--- src/rtl/apb_rr_xbar.sv ---
// ---------------------------------------------------------------------------------------------
// apb_rr_xbar: N-requester to M-completer APB crossbar with a single shared completer bus.
//
// One transfer is in flight at a time. Requesters are arbitrated round-robin in IDLE. The
// granted request is registered and replayed to the selected completer as a SETUP/ACCESS pair.
// The completer response is then returned to the owner for exactly one RESP cycle.
//
// Completer selection is PADDR >> REGION_BITS. A region index >= NUM_SLAVES is a decode miss.
// A miss selects no completer, spends a single ACCESS cycle and answers prdata=0, pslverr=1.
//
// Ports
//   clk, reset                     clock, synchronous active-high reset
//   m_psel/m_penable/m_pwrite      per-requester APB controls (NUM_MASTERS bits)
//   m_paddr, m_pwdata              per-requester address / write data, requester i in slice i
//   m_prdata/m_pready/m_pslverr    per-requester responses, only the owner sees non-zero values
//   s_psel                         one-hot completer select (NUM_SLAVES bits)
//   s_penable/s_pwrite/s_paddr/s_pwdata  shared completer bus
//   s_prdata/s_pready/s_pslverr    per-completer responses
//   grant_id                       index of the owning requester
//   busy                           high whenever the FSM is not in IDLE
//
// Build option
//   APB_XBAR_TIMEOUT_EN  when defined, ACCESS is abandoned after TIMEOUT_CYCLES cycles without
//                        pready. It then answers prdata=0, pslverr=1. When undefined, ACCESS
//                        waits indefinitely and no counter is built.
// ---------------------------------------------------------------------------------------------
module apb_rr_xbar #(
  parameter int unsigned NUM_MASTERS    = 4,
  parameter int unsigned NUM_SLAVES     = 2,
  parameter int unsigned ADDR_WIDTH     = 32,
  parameter int unsigned DATA_WIDTH     = 32,
  parameter int unsigned REGION_BITS    = 12,
  parameter int unsigned TIMEOUT_CYCLES = 16
) (
  input  logic                              clk,
  input  logic                              reset,
  // requester side
  input  logic [NUM_MASTERS-1:0]            m_psel,
  input  logic [NUM_MASTERS-1:0]            m_penable,
  input  logic [NUM_MASTERS-1:0]            m_pwrite,
  input  logic [NUM_MASTERS*ADDR_WIDTH-1:0] m_paddr,
  input  logic [NUM_MASTERS*DATA_WIDTH-1:0] m_pwdata,
  output logic [NUM_MASTERS*DATA_WIDTH-1:0] m_prdata,
  output logic [NUM_MASTERS-1:0]            m_pready,
  output logic [NUM_MASTERS-1:0]            m_pslverr,
  // completer side
  output logic [NUM_SLAVES-1:0]             s_psel,
  output logic                              s_penable,
  output logic                              s_pwrite,
  output logic [ADDR_WIDTH-1:0]             s_paddr,
  output logic [DATA_WIDTH-1:0]             s_pwdata,
  input  logic [NUM_SLAVES*DATA_WIDTH-1:0]  s_prdata,
  input  logic [NUM_SLAVES-1:0]             s_pready,
  input  logic [NUM_SLAVES-1:0]             s_pslverr,
  // status
  output logic [$clog2(NUM_MASTERS)-1:0]    grant_id,
  output logic                              busy
);

  localparam int unsigned MW = $clog2(NUM_MASTERS);
  localparam int unsigned SW = (NUM_SLAVES > 1) ? $clog2(NUM_SLAVES) : 1;

  localparam logic [1:0] StIdle   = 2'd0;
  localparam logic [1:0] StSetup  = 2'd1;
  localparam logic [1:0] StAccess = 2'd2;
  localparam logic [1:0] StResp   = 2'd3;

  // The requester-side PENABLE carries no information this block needs.
  // Only PSEL marks a pending request.
  logic unused_penable;
  assign unused_penable = ^m_penable;

  // ---------------------------------------------------------------------------------------------
  // Unpack the flat buses into per-port arrays
  // ---------------------------------------------------------------------------------------------
  logic [ADDR_WIDTH-1:0] maddr  [NUM_MASTERS];
  logic [DATA_WIDTH-1:0] mwdata [NUM_MASTERS];
  logic [DATA_WIDTH-1:0] sdata  [NUM_SLAVES];

  for (genvar i = 0; i < NUM_MASTERS; i++) begin : g_munpack
    assign maddr[i]  = m_paddr[i*ADDR_WIDTH +: ADDR_WIDTH];
    assign mwdata[i] = m_pwdata[i*DATA_WIDTH +: DATA_WIDTH];
  end

  for (genvar j = 0; j < NUM_SLAVES; j++) begin : g_sunpack
    assign sdata[j] = s_prdata[j*DATA_WIDTH +: DATA_WIDTH];
  end

  // ---------------------------------------------------------------------------------------------
  // State
  // ---------------------------------------------------------------------------------------------
  logic [1:0]            state_q, state_d;
  logic [MW-1:0]         last_q, last_d;    // most recent grant, round-robin pointer
  logic [MW-1:0]         grant_q, grant_d;  // current owner
  logic [ADDR_WIDTH-1:0] addr_q, addr_d;
  logic [DATA_WIDTH-1:0] wdata_q, wdata_d;
  logic                  write_q, write_d;
  logic [SW-1:0]         sidx_q, sidx_d;
  logic                  miss_q, miss_d;
  logic [DATA_WIDTH-1:0] rdata_q, rdata_d;
  logic                  err_q, err_d;

`ifdef APB_XBAR_TIMEOUT_EN
  localparam int unsigned CW = (TIMEOUT_CYCLES > 1) ? $clog2(TIMEOUT_CYCLES) : 1;
  logic [CW-1:0] cnt_q, cnt_d;
`endif

  // ---------------------------------------------------------------------------------------------
  // Round-robin pick: scan upward starting one past the previous owner.
  // ---------------------------------------------------------------------------------------------
  logic [MW-1:0] cand;
  logic [MW-1:0] pick;
  logic          pick_vld;

  always_comb begin
    cand     = '0;
    pick     = '0;
    pick_vld = 1'b0;
    for (int unsigned k = 1; k <= NUM_MASTERS; k++) begin
      cand = MW'((32'(last_q) + k) % NUM_MASTERS);
      if (!pick_vld && m_psel[cand]) begin
        pick     = cand;
        pick_vld = 1'b1;
      end
    end
  end

  // Decode the picked requester's address to a completer index.
  logic [ADDR_WIDTH-1:0] pick_addr;
  logic [ADDR_WIDTH-1:0] pick_region;
  logic                  pick_miss;
  logic [SW-1:0]         pick_sidx;

  always_comb begin
    pick_addr   = maddr[pick];
    pick_region = pick_addr >> REGION_BITS;
    pick_miss   = (pick_region >= ADDR_WIDTH'(NUM_SLAVES));
    pick_sidx   = SW'(pick_region);
  end

  // Response of the selected completer; only meaningful when miss_q is low.
  logic                  sel_ready;
  logic                  sel_err;
  logic [DATA_WIDTH-1:0] sel_data;

  always_comb begin
    sel_ready = s_pready[sidx_q];
    sel_err   = s_pslverr[sidx_q];
    sel_data  = sdata[sidx_q];
  end

  // ---------------------------------------------------------------------------------------------
  // Next-state logic
  // ---------------------------------------------------------------------------------------------
  always_comb begin
    state_d = state_q;
    last_d  = last_q;
    grant_d = grant_q;
    addr_d  = addr_q;
    wdata_d = wdata_q;
    write_d = write_q;
    sidx_d  = sidx_q;
    miss_d  = miss_q;
    rdata_d = rdata_q;
    err_d   = err_q;
`ifdef APB_XBAR_TIMEOUT_EN
    cnt_d   = cnt_q;
`endif

    case (state_q)
      StIdle: begin
        if (pick_vld) begin
          state_d = StSetup;
          last_d  = pick;
          grant_d = pick;
          addr_d  = pick_addr;
          wdata_d = mwdata[pick];
          write_d = m_pwrite[pick];
          sidx_d  = pick_sidx;
          miss_d  = pick_miss;
        end
      end

      StSetup: begin
        state_d = StAccess;
`ifdef APB_XBAR_TIMEOUT_EN
        cnt_d   = '0;
`endif
      end

      StAccess: begin
        if (miss_q) begin
          // Nobody is selected, so answer the error ourselves after one cycle.
          state_d = StResp;
          rdata_d = '0;
          err_d   = 1'b1;
        end else if (sel_ready) begin
          state_d = StResp;
          rdata_d = sel_data;
          err_d   = sel_err;
`ifdef APB_XBAR_TIMEOUT_EN
        end else if (cnt_q == CW'(TIMEOUT_CYCLES - 1)) begin
          // This was the last permitted wait cycle. Abandon the completer.
          state_d = StResp;
          rdata_d = '0;
          err_d   = 1'b1;
        end else begin
          cnt_d = cnt_q + 1'b1;
`endif
        end
      end

      StResp: begin
        state_d = StIdle;
      end

      default: begin
        state_d = StIdle;
      end
    endcase
  end

  // ---------------------------------------------------------------------------------------------
  // Registers
  // ---------------------------------------------------------------------------------------------
  always_ff @(posedge clk) begin
    if (reset) begin
      state_q <= StIdle;
      last_q  <= MW'(NUM_MASTERS - 1);  // requester 0 wins the first arbitration
      grant_q <= '0;
      addr_q  <= '0;
      wdata_q <= '0;
      write_q <= 1'b0;
      sidx_q  <= '0;
      miss_q  <= 1'b0;
      rdata_q <= '0;
      err_q   <= 1'b0;
    end else begin
      state_q <= state_d;
      last_q  <= last_d;
      grant_q <= grant_d;
      addr_q  <= addr_d;
      wdata_q <= wdata_d;
      write_q <= write_d;
      sidx_q  <= sidx_d;
      miss_q  <= miss_d;
      rdata_q <= rdata_d;
      err_q   <= err_d;
    end
  end

`ifdef APB_XBAR_TIMEOUT_EN
  always_ff @(posedge clk) begin
    if (reset) begin
      cnt_q <= '0;
    end else begin
      cnt_q <= cnt_d;
    end
  end
`endif

  // ---------------------------------------------------------------------------------------------
  // Outputs
  // ---------------------------------------------------------------------------------------------
  always_comb begin
    s_psel    = '0;
    s_penable = 1'b0;
    if (!miss_q && (state_q == StSetup || state_q == StAccess)) begin
      s_psel[sidx_q] = 1'b1;
      s_penable      = (state_q == StAccess);
    end
    s_pwrite = write_q;
    s_paddr  = addr_q;
    s_pwdata = wdata_q;
  end

  // Only the owner sees a response, and only during RESP.
  always_comb begin
    m_pready  = '0;
    m_pslverr = '0;
    m_prdata  = '0;
    if (state_q == StResp) begin
      m_pready[grant_q]                          = 1'b1;
      m_pslverr[grant_q]                         = err_q;
      m_prdata[grant_q*DATA_WIDTH +: DATA_WIDTH] = rdata_q;
    end
  end

  assign grant_id = grant_q;
  assign busy     = (state_q != StIdle);

endmodule

--- config.mk ---
export PLATFORM = sky130hd
export DESIGN_NAME = apb_rr_xbar
export DESIGN_NICKNAME = d
export VERILOG_FILES = /design/src/rtl/apb_rr_xbar.sv
export SDC_FILE = /design/constraint.sdc
export NUM_CORES = 1
export LEC_CHECK = 0
export CAP_MARGIN = 20
export CELL_PAD_IN_SITES_DETAIL_PLACEMENT = 1
export CELL_PAD_IN_SITES_GLOBAL_PLACEMENT = 1
export CORE_AREA = 2 2 212 214
export DETAILED_ROUTE_END_ITERATION = 6
export DIE_AREA = 0 0 214 216
export PLACE_DENSITY_LB_ADDON = 0.2
export SLEW_MARGIN = 10
export SYNTH_ARGS = -nofsm -noshare
export SYNTH_HDL_FRONTEND = slang
export SYNTH_SLANG_ARGS = --single-unit
--- constraint.sdc ---
create_clock -name clk -period 2 [get_ports clk]
set_input_delay 0.4 -clock clk [delete_from_list [all_inputs] [get_ports clk]]
set_output_delay 0.4 -clock clk [all_outputs]
set_load 0.02 [all_outputs]
## After elaboration in Yosys (flattened, before gate mapping)

Cells that the tools add are included.
W data, S select, Z words.

| cells by class | value |
|---|---|
| $add $sub $neg | 5 |
| order comparisons | 12 |
| equality and inequality tests | 5 |
| shifts and indexed selects | 2 |
| multiplexer cells | 48 |
| bitwise operators | 4 |
| reductions and logical operators | 17 |

Operators with widths:

| kind | number |
|---|---|
| $mux W32 | 9 |
| $and A128 B128 Y128 | 1 |
| $bmux W32 S2 | 2 |
| $mux W128 | 1 |
| $shift A32 B34 Y128 const A | 1 |
| $shiftx A32 B34 Y128 | 1 |
| $neg A7 Y34 | 1 |
| $ge A20 B2 Y1 const B | 1 |
| $lt A2 B3 Y1 const B | 6 |
| $mux W1 | 18 |
| $mux W2 | 8 |
| $bmux W1 S2 | 5 |
| $mux W4 | 2 |
| $pmux W2 S4 | 1 |
| $logic_and A1 B1 Y1 | 6 |
| $reduce_and A2 Y1 | 3 |
| $add A2 B1 Y2 const B | 2 |
| $add A2 B2 Y2 const B | 2 |
| $and A4 B4 Y4 | 1 |
| $eq A2 B2 Y1 const B | 2 |
| $logic_not A1 Y1 | 4 |
| $reduce_bool A2 Y1 | 2 |
| $ge A3 B3 Y1 const B | 1 |
| $ne A3 B3 Y1 const B | 1 |
| 12 further kinds | 12 |

| storage, ports and cells | value |
|---|---|
| register bits | 106 |
| bits of input ports | 338 |
| output and inout bits | 207 |
| logic and storage cells | 103 |

## Longest topological paths before layout

| logic depth | value |
|---|---|
| depth in word-level cells | 18 |
| mapped depth | 10 |
| mapped depth without buffers | 7 |

## Worst setup path after synthesis

No wires, ideal clock.

| path | value |
|---|---|
| kind | register -> output |
| start point | reg grant_q[0], in the netlist grant_id[0] |
| end point | out m_prdata[100] |
| arrival | 1.983 ns |
| data required time | 1.600 ns |
| path slack | -0.383 ns |
| cell stages (with the launch flop) | 6 |
| buffers on the path | 1 |
| path through | dfxtp_1 inv_1 ha_1 nor4b_1 clkbuf_1 and2_1 |

| on the way | value |
|---|---|
| word-level cells in the longest chain between the ends | 4 |
| elaborated cells between the ends (all ways) | 5 |
| those cells by class | add/sub: 1; shift: 2; mux: 1; bitwise: 1 |

Ends and longest elaborated chain:

| item | RTL line | text |
|---|---|---|
| from (decl) | 94 | `logic [MW-1:0] grant_q, grant_d;` |
| from (signal assigned) | 241 | `grant_q <= grant_d;` |
| $neg A7 Y34 * | 285 | `m_prdata[grant_q*DATA_WIDTH +: DATA_WIDTH] = rdata_q;` |
| $shiftx A32 B34 Y128 or $shift A32 B34 Y128 (tied branches) | 285 |  |
| $and A128 B128 Y128 (no line) * | n/a |  |
| $mux W128 * | 282 | `if (state_q == StResp) begin` |
| to (decl) | 43 | `output logic [NUM_MASTERS*DATA_WIDTH-1:0] m_prdata,` |

Every way passes the cells marked *; elsewhere a longest branch is shown, timed or not.

## Worst setup path in the final report

| path | value |
|---|---|
| start point | reg grant_q[1], in the netlist grant_id[1] |
| end point | out m_prdata[45] |

The elaborated chain is that of the path after synthesis.

==> results by group <==
Clock tree
  • CTS buffer count: 9
  • CTS clk-pin slew, worst paths: 0.07 ns
  • Clock root buffer: clkbuf_16
  • TritonCTS clock tree: done
  • CTS H-tree depth: 3
  • CTS max path bufs: 2
  • Num Clock Sinks: 105
  • Clock latency on the worst-skew pair: 0.37 ns
  • CTS Hold Bufs: 0

Critical path
  • Reg2reg end: miss_q
  • CP Capture Type: primary output
  • Critical path endpoint: m_prdata[45]
  • Worst setup SP type: flip-flop
  • Arrival @ worst endpoint: 2.06 ns
  • R2R Setup Slk: -0.22 ns
  • Worst setup path start: grant_id[1]
  • Slowest stage delay, CP: 0.36 ns
  • CP Class: reg -> out
  • Max stage delay cell, worst path: dfxtp_2
  • RR Startpoint: last_q[1]
  • WP data required: 1.60 ns
  • CP bufs+invs: 6
  • R2R cell count: 9
  • Critical path's top delay family: buffers and inverters
  • CP Max Fanout: 5
  • Critical Path, Cell by Cell: inv_4, buf_6, ha_4, and2_4, and4b_4, buf_12, buf_16, buf_12, and2_4, buf_6
  • Crit path depth: 10

Route
  • WL/cell: 21.66 microns
  • Post-route ant nets: 0
  • Drt drc: 0
  • DR iter-0 viols: 267
  • Total Wirelength: 48170 microns
  • Via Count: 9899
  • Detailed-route vias per instance: 4.451
  • First-pass DRT Iterations: 4

Synth
  • Synth Area in Adders: 1.550%
  • Netlist area before placement: a little over 7000 sq um
  • Main combinational cell family by area after synthesis: simple AND/OR/NAND/NOR gates
  • FF+latch count, synth: 105
  • Post-synthesis cell type count: 34
  • Syn. warnings: 0
  • Synth Area in Compound Gates: 20.33%
  • Syn Area/Cell: 7.404 sq um
  • Synth Instances: 981
  • XOR/XNOR Fraction of Synth Area: 0%
  • Sequential fraction of the synthesis area: 28.94%
  • Syn nets: 1328
  • Synth Area in Simple Gates: 32.97%
  • Post-synthesis mux area share: 9.509%

GRT
  • GRT overflow: 0
  • First-pass GRT wire length: 68230 microns
  • Vias in the first global route: approximately 11000
  • Global Route Usage Sum: 19.52%
  • Initial antenna violation count: 2
  • Largest net degree at the start of global routing: 106

Final layout
  • Area grow syn2layout: 136.0%
  • Util after Layout: 39.11%
  • Layout cells sized above 1: 40.77%
  • Layout Nets: between 1500 and 2000
  • Final non-filler cell total: 2224

Power
  • Seq pwr share: 17.6%
  • Comb pwr share: about 70%
  • Net Sw Frac: a little over two fifths
  • PwrDens: roughly 1100 nW/um^2
  • Clock Power Share: 10.6%
  • Leakage power: 6.816 nW
  • Internal: about 11 mW
  • Net Sw Power: around 8.4 mW
  • Worst vdd ir: 0.4464 mV

Placement
  • Post-Place Cells: 2124
  • Routability cong.: 0.8729
  • # port buffers: 540
  • Final HPWL DP: 33920 microns
  • Worst slack at placement: -0.9700 ns

Status
  • Status: finished with violations
  • Failing checks: negative setup slack

STA
  • Worst slew pin tran: approximately 0.55 ns
  • RSZ-0062 raised after global routing: true
  • Final hold vios: 0
  • Slew headroom: ~63%
  • Max Clk Rate: 406.3 MHz
  • Worst setup margin: -0.4610 ns
  • Sum Neg Setup Slack: -48.90 ns
  • Slew Limit Fails: 0
  • Fin crit share: 123.1%
  • Number of setup violations in the final report: approximately 180
  • Hold Slack: 0.4601 ns
  • Min Clock Period, post-route: approximately 2.5 ns
  • Worst Skew: roughly 0.0064 ns

Floorplan
  • Die width: approximately 210 microns
  • Core ar.: 43840 sq um
  • # rows: between 70 and 80
  • Initial Utilization: between 10% and 20%
  • Die area: 46220 sq um
  • Die H: 216 microns
  • Top-Level Pins: 545

Run
  • Max_cap viols: 0

Min path
  • HP Class: reg -> reg
[cells in the final DEF (no fill, tap or decap), types with 5 or more instances in the layout]
cell / netlist / final
nand2_4: 0 / 6
and2_4: 0 / 143
buf_4: 9 / 98
a21oi_2: 1 / 9
a31oi_2: 0 / 5
a311oi_2: 0 / 38
mux2i_1: 69 / 67
nor2_1: 89 / 88
and2_2: 0 / 22
dfxtp_1: 105 / 98
buf_12: 0 / 32
nand2_1: 147 / 131
ha_4: 0 / 5
dfxtp_2: 0 / 6
clkbuf_16: 0 / 17
buf_16: 0 / 10
and3_1: 7 / 5
buf_2: 14 / 5
nand2_2: 0 / 10
buf_8: 0 / 12
and2_1: 185 / 20
a311oi_1: 47 / 8
clkdlybuf4s50_1: 0 / 393
a211oi_2: 1 / 34
a21oi_1: 102 / 93
buf_6: 9 / 157
nor3_1: 33 / 33
a211oi_4: 0 / 19
[layout make-up]
class,instances,area (sq um)
clock buffer,12,246.5
tap,592,740.7
multi-input combinational,779,6075
inverter,5,23.77
sequential,105,2113
fill,4997,26690
clock inverter,4,76.32
antenna,1,2.502
timing repair buffer,726,7866
[sequential cells by signal, indices dropped and copies added (netlist names)]
name      flops
grant_id      2
s_pwrite      1
s_paddr      32
err_q         1
rdata_q      32
last_q        2
state_q       2
miss_q        1
s_pwdata     32
[power groups by stage]
stage / sequential [mW] / clock (mW) / combinational, mW
6_report: 3.39 / 2.04 / 13.8
4_1_cts: 3.39 / 2.14 / 12.3
3_5_place_dp: 3.39 / 0 / 10.2
5_1_grt: 3.49 / 2.21 / 14.8
2_1_floorplan: 3.92 / 0 / 4.62
3_3_place_gp: 3.37 / 0 / 10.1
[how the worst min path moves through the flow]
stage                            from     endpoint  slack (ns)  depth (start not counted)
final                     s_paddr[19]  s_paddr[19]        0.46                          2
after global routing      s_paddr[24]  s_paddr[24]        0.48                          2
after CTS                 s_paddr[17]  s_paddr[17]        0.46                          2
after detailed placement  s_paddr[21]  s_paddr[21]        0.45                          2
after global placement    s_paddr[14]  s_paddr[14]        0.44                          2
after floorplan                 err_q        err_q        0.49                          2
[tightest hold or removal path: stages, from the launching register on]
cell and delay, ns:
dfxtp_1 0.31, nand2_1 0.05, a21oi_1 0.05
[metrics by stage]
step	power, mW	area, sq um
floorplan	8.531	7435
global placement	13.44	14120
detailed placement	13.55	14120
CTS	17.82	16040
global route	20.45	17140
finish	19.26	17140
[cell usage after synthesis]
cell type / number / share of area (%)
and3b_4: 1 / 0.17
mux2i_1: 69 / 9.5
nor3_1: 33 / 2.3
buf_2: 14 / 0.96
nor2b_1: 4 / 0.34
clkbuf_1: 53 / 2.7
and3_1: 7 / 0.60
a211oi_2: 1 / 0.17
a311oi_1: 47 / 5.7
and2_1: 185 / 16
a21oi_2: 1 / 0.12
o21bai_1: 1 / 0.10
o32a_2: 1 / 0.16
a22oi_1: 1 / 0.10
and4b_1: 1 / 0.14
nor3b_1: 1 / 0.10
ha_1: 9 / 1.6
nand2_1: 147 / 7.6
a211oi_1: 56 / 5.8
a31oi_1: 7 / 0.60
and2b_1: 1 / 0.10
o32ai_4: 1 / 0.38
nor4_1: 6 / 0.52
inv_1: 5 / 0.26
buf_4: 9 / 0.93
and3b_1: 1 / 0.12
nor2_1: 89 / 4.6
o221ai_2: 1 / 0.21
dfxtp_1: 105 / 29
a21oi_1: 102 / 7.0
buf_1: 8 / 0.41
nand2b_1: 4 / 0.34
buf_6: 9 / 1.4
nor4b_1: 1 / 0.12
[what timing repair did]
action	in CTS	in global routing
setup endpoints to repair	203	197
endpoints found under the hold margin	0	0
pin swaps	78	67
resized for setup	906	371
setup buffers	38	41
cloned	17	8
[routing by layer]
layer	up-vias	wire [microns]	global-route usage [%]	share of wire (%)
met5	-	12	0	0.025
met1	4766	18460	21.10	38
met2	396	25280	36.15	52
met3	61	3071	5.328	6.4
li1	4674	-	-	-
met4	2	1345	7.296	2.8
[cells by family (layout without fill, tap and decap cells)]
| logic type | count (synthesis) | count (layout) |
|---|---|---|
| AOI/OAI and AO/OA | 219 | 220 |
| adders and majority gates | 9 | 9 |
| buffers and inverters | 98 | 747 |
| DFF | 105 | 105 |
| muxes | 69 | 69 |
| other | 0 | 1 |
| and+or+nand+nor | 481 | 481 |
(Power assumes the default switching activity.)
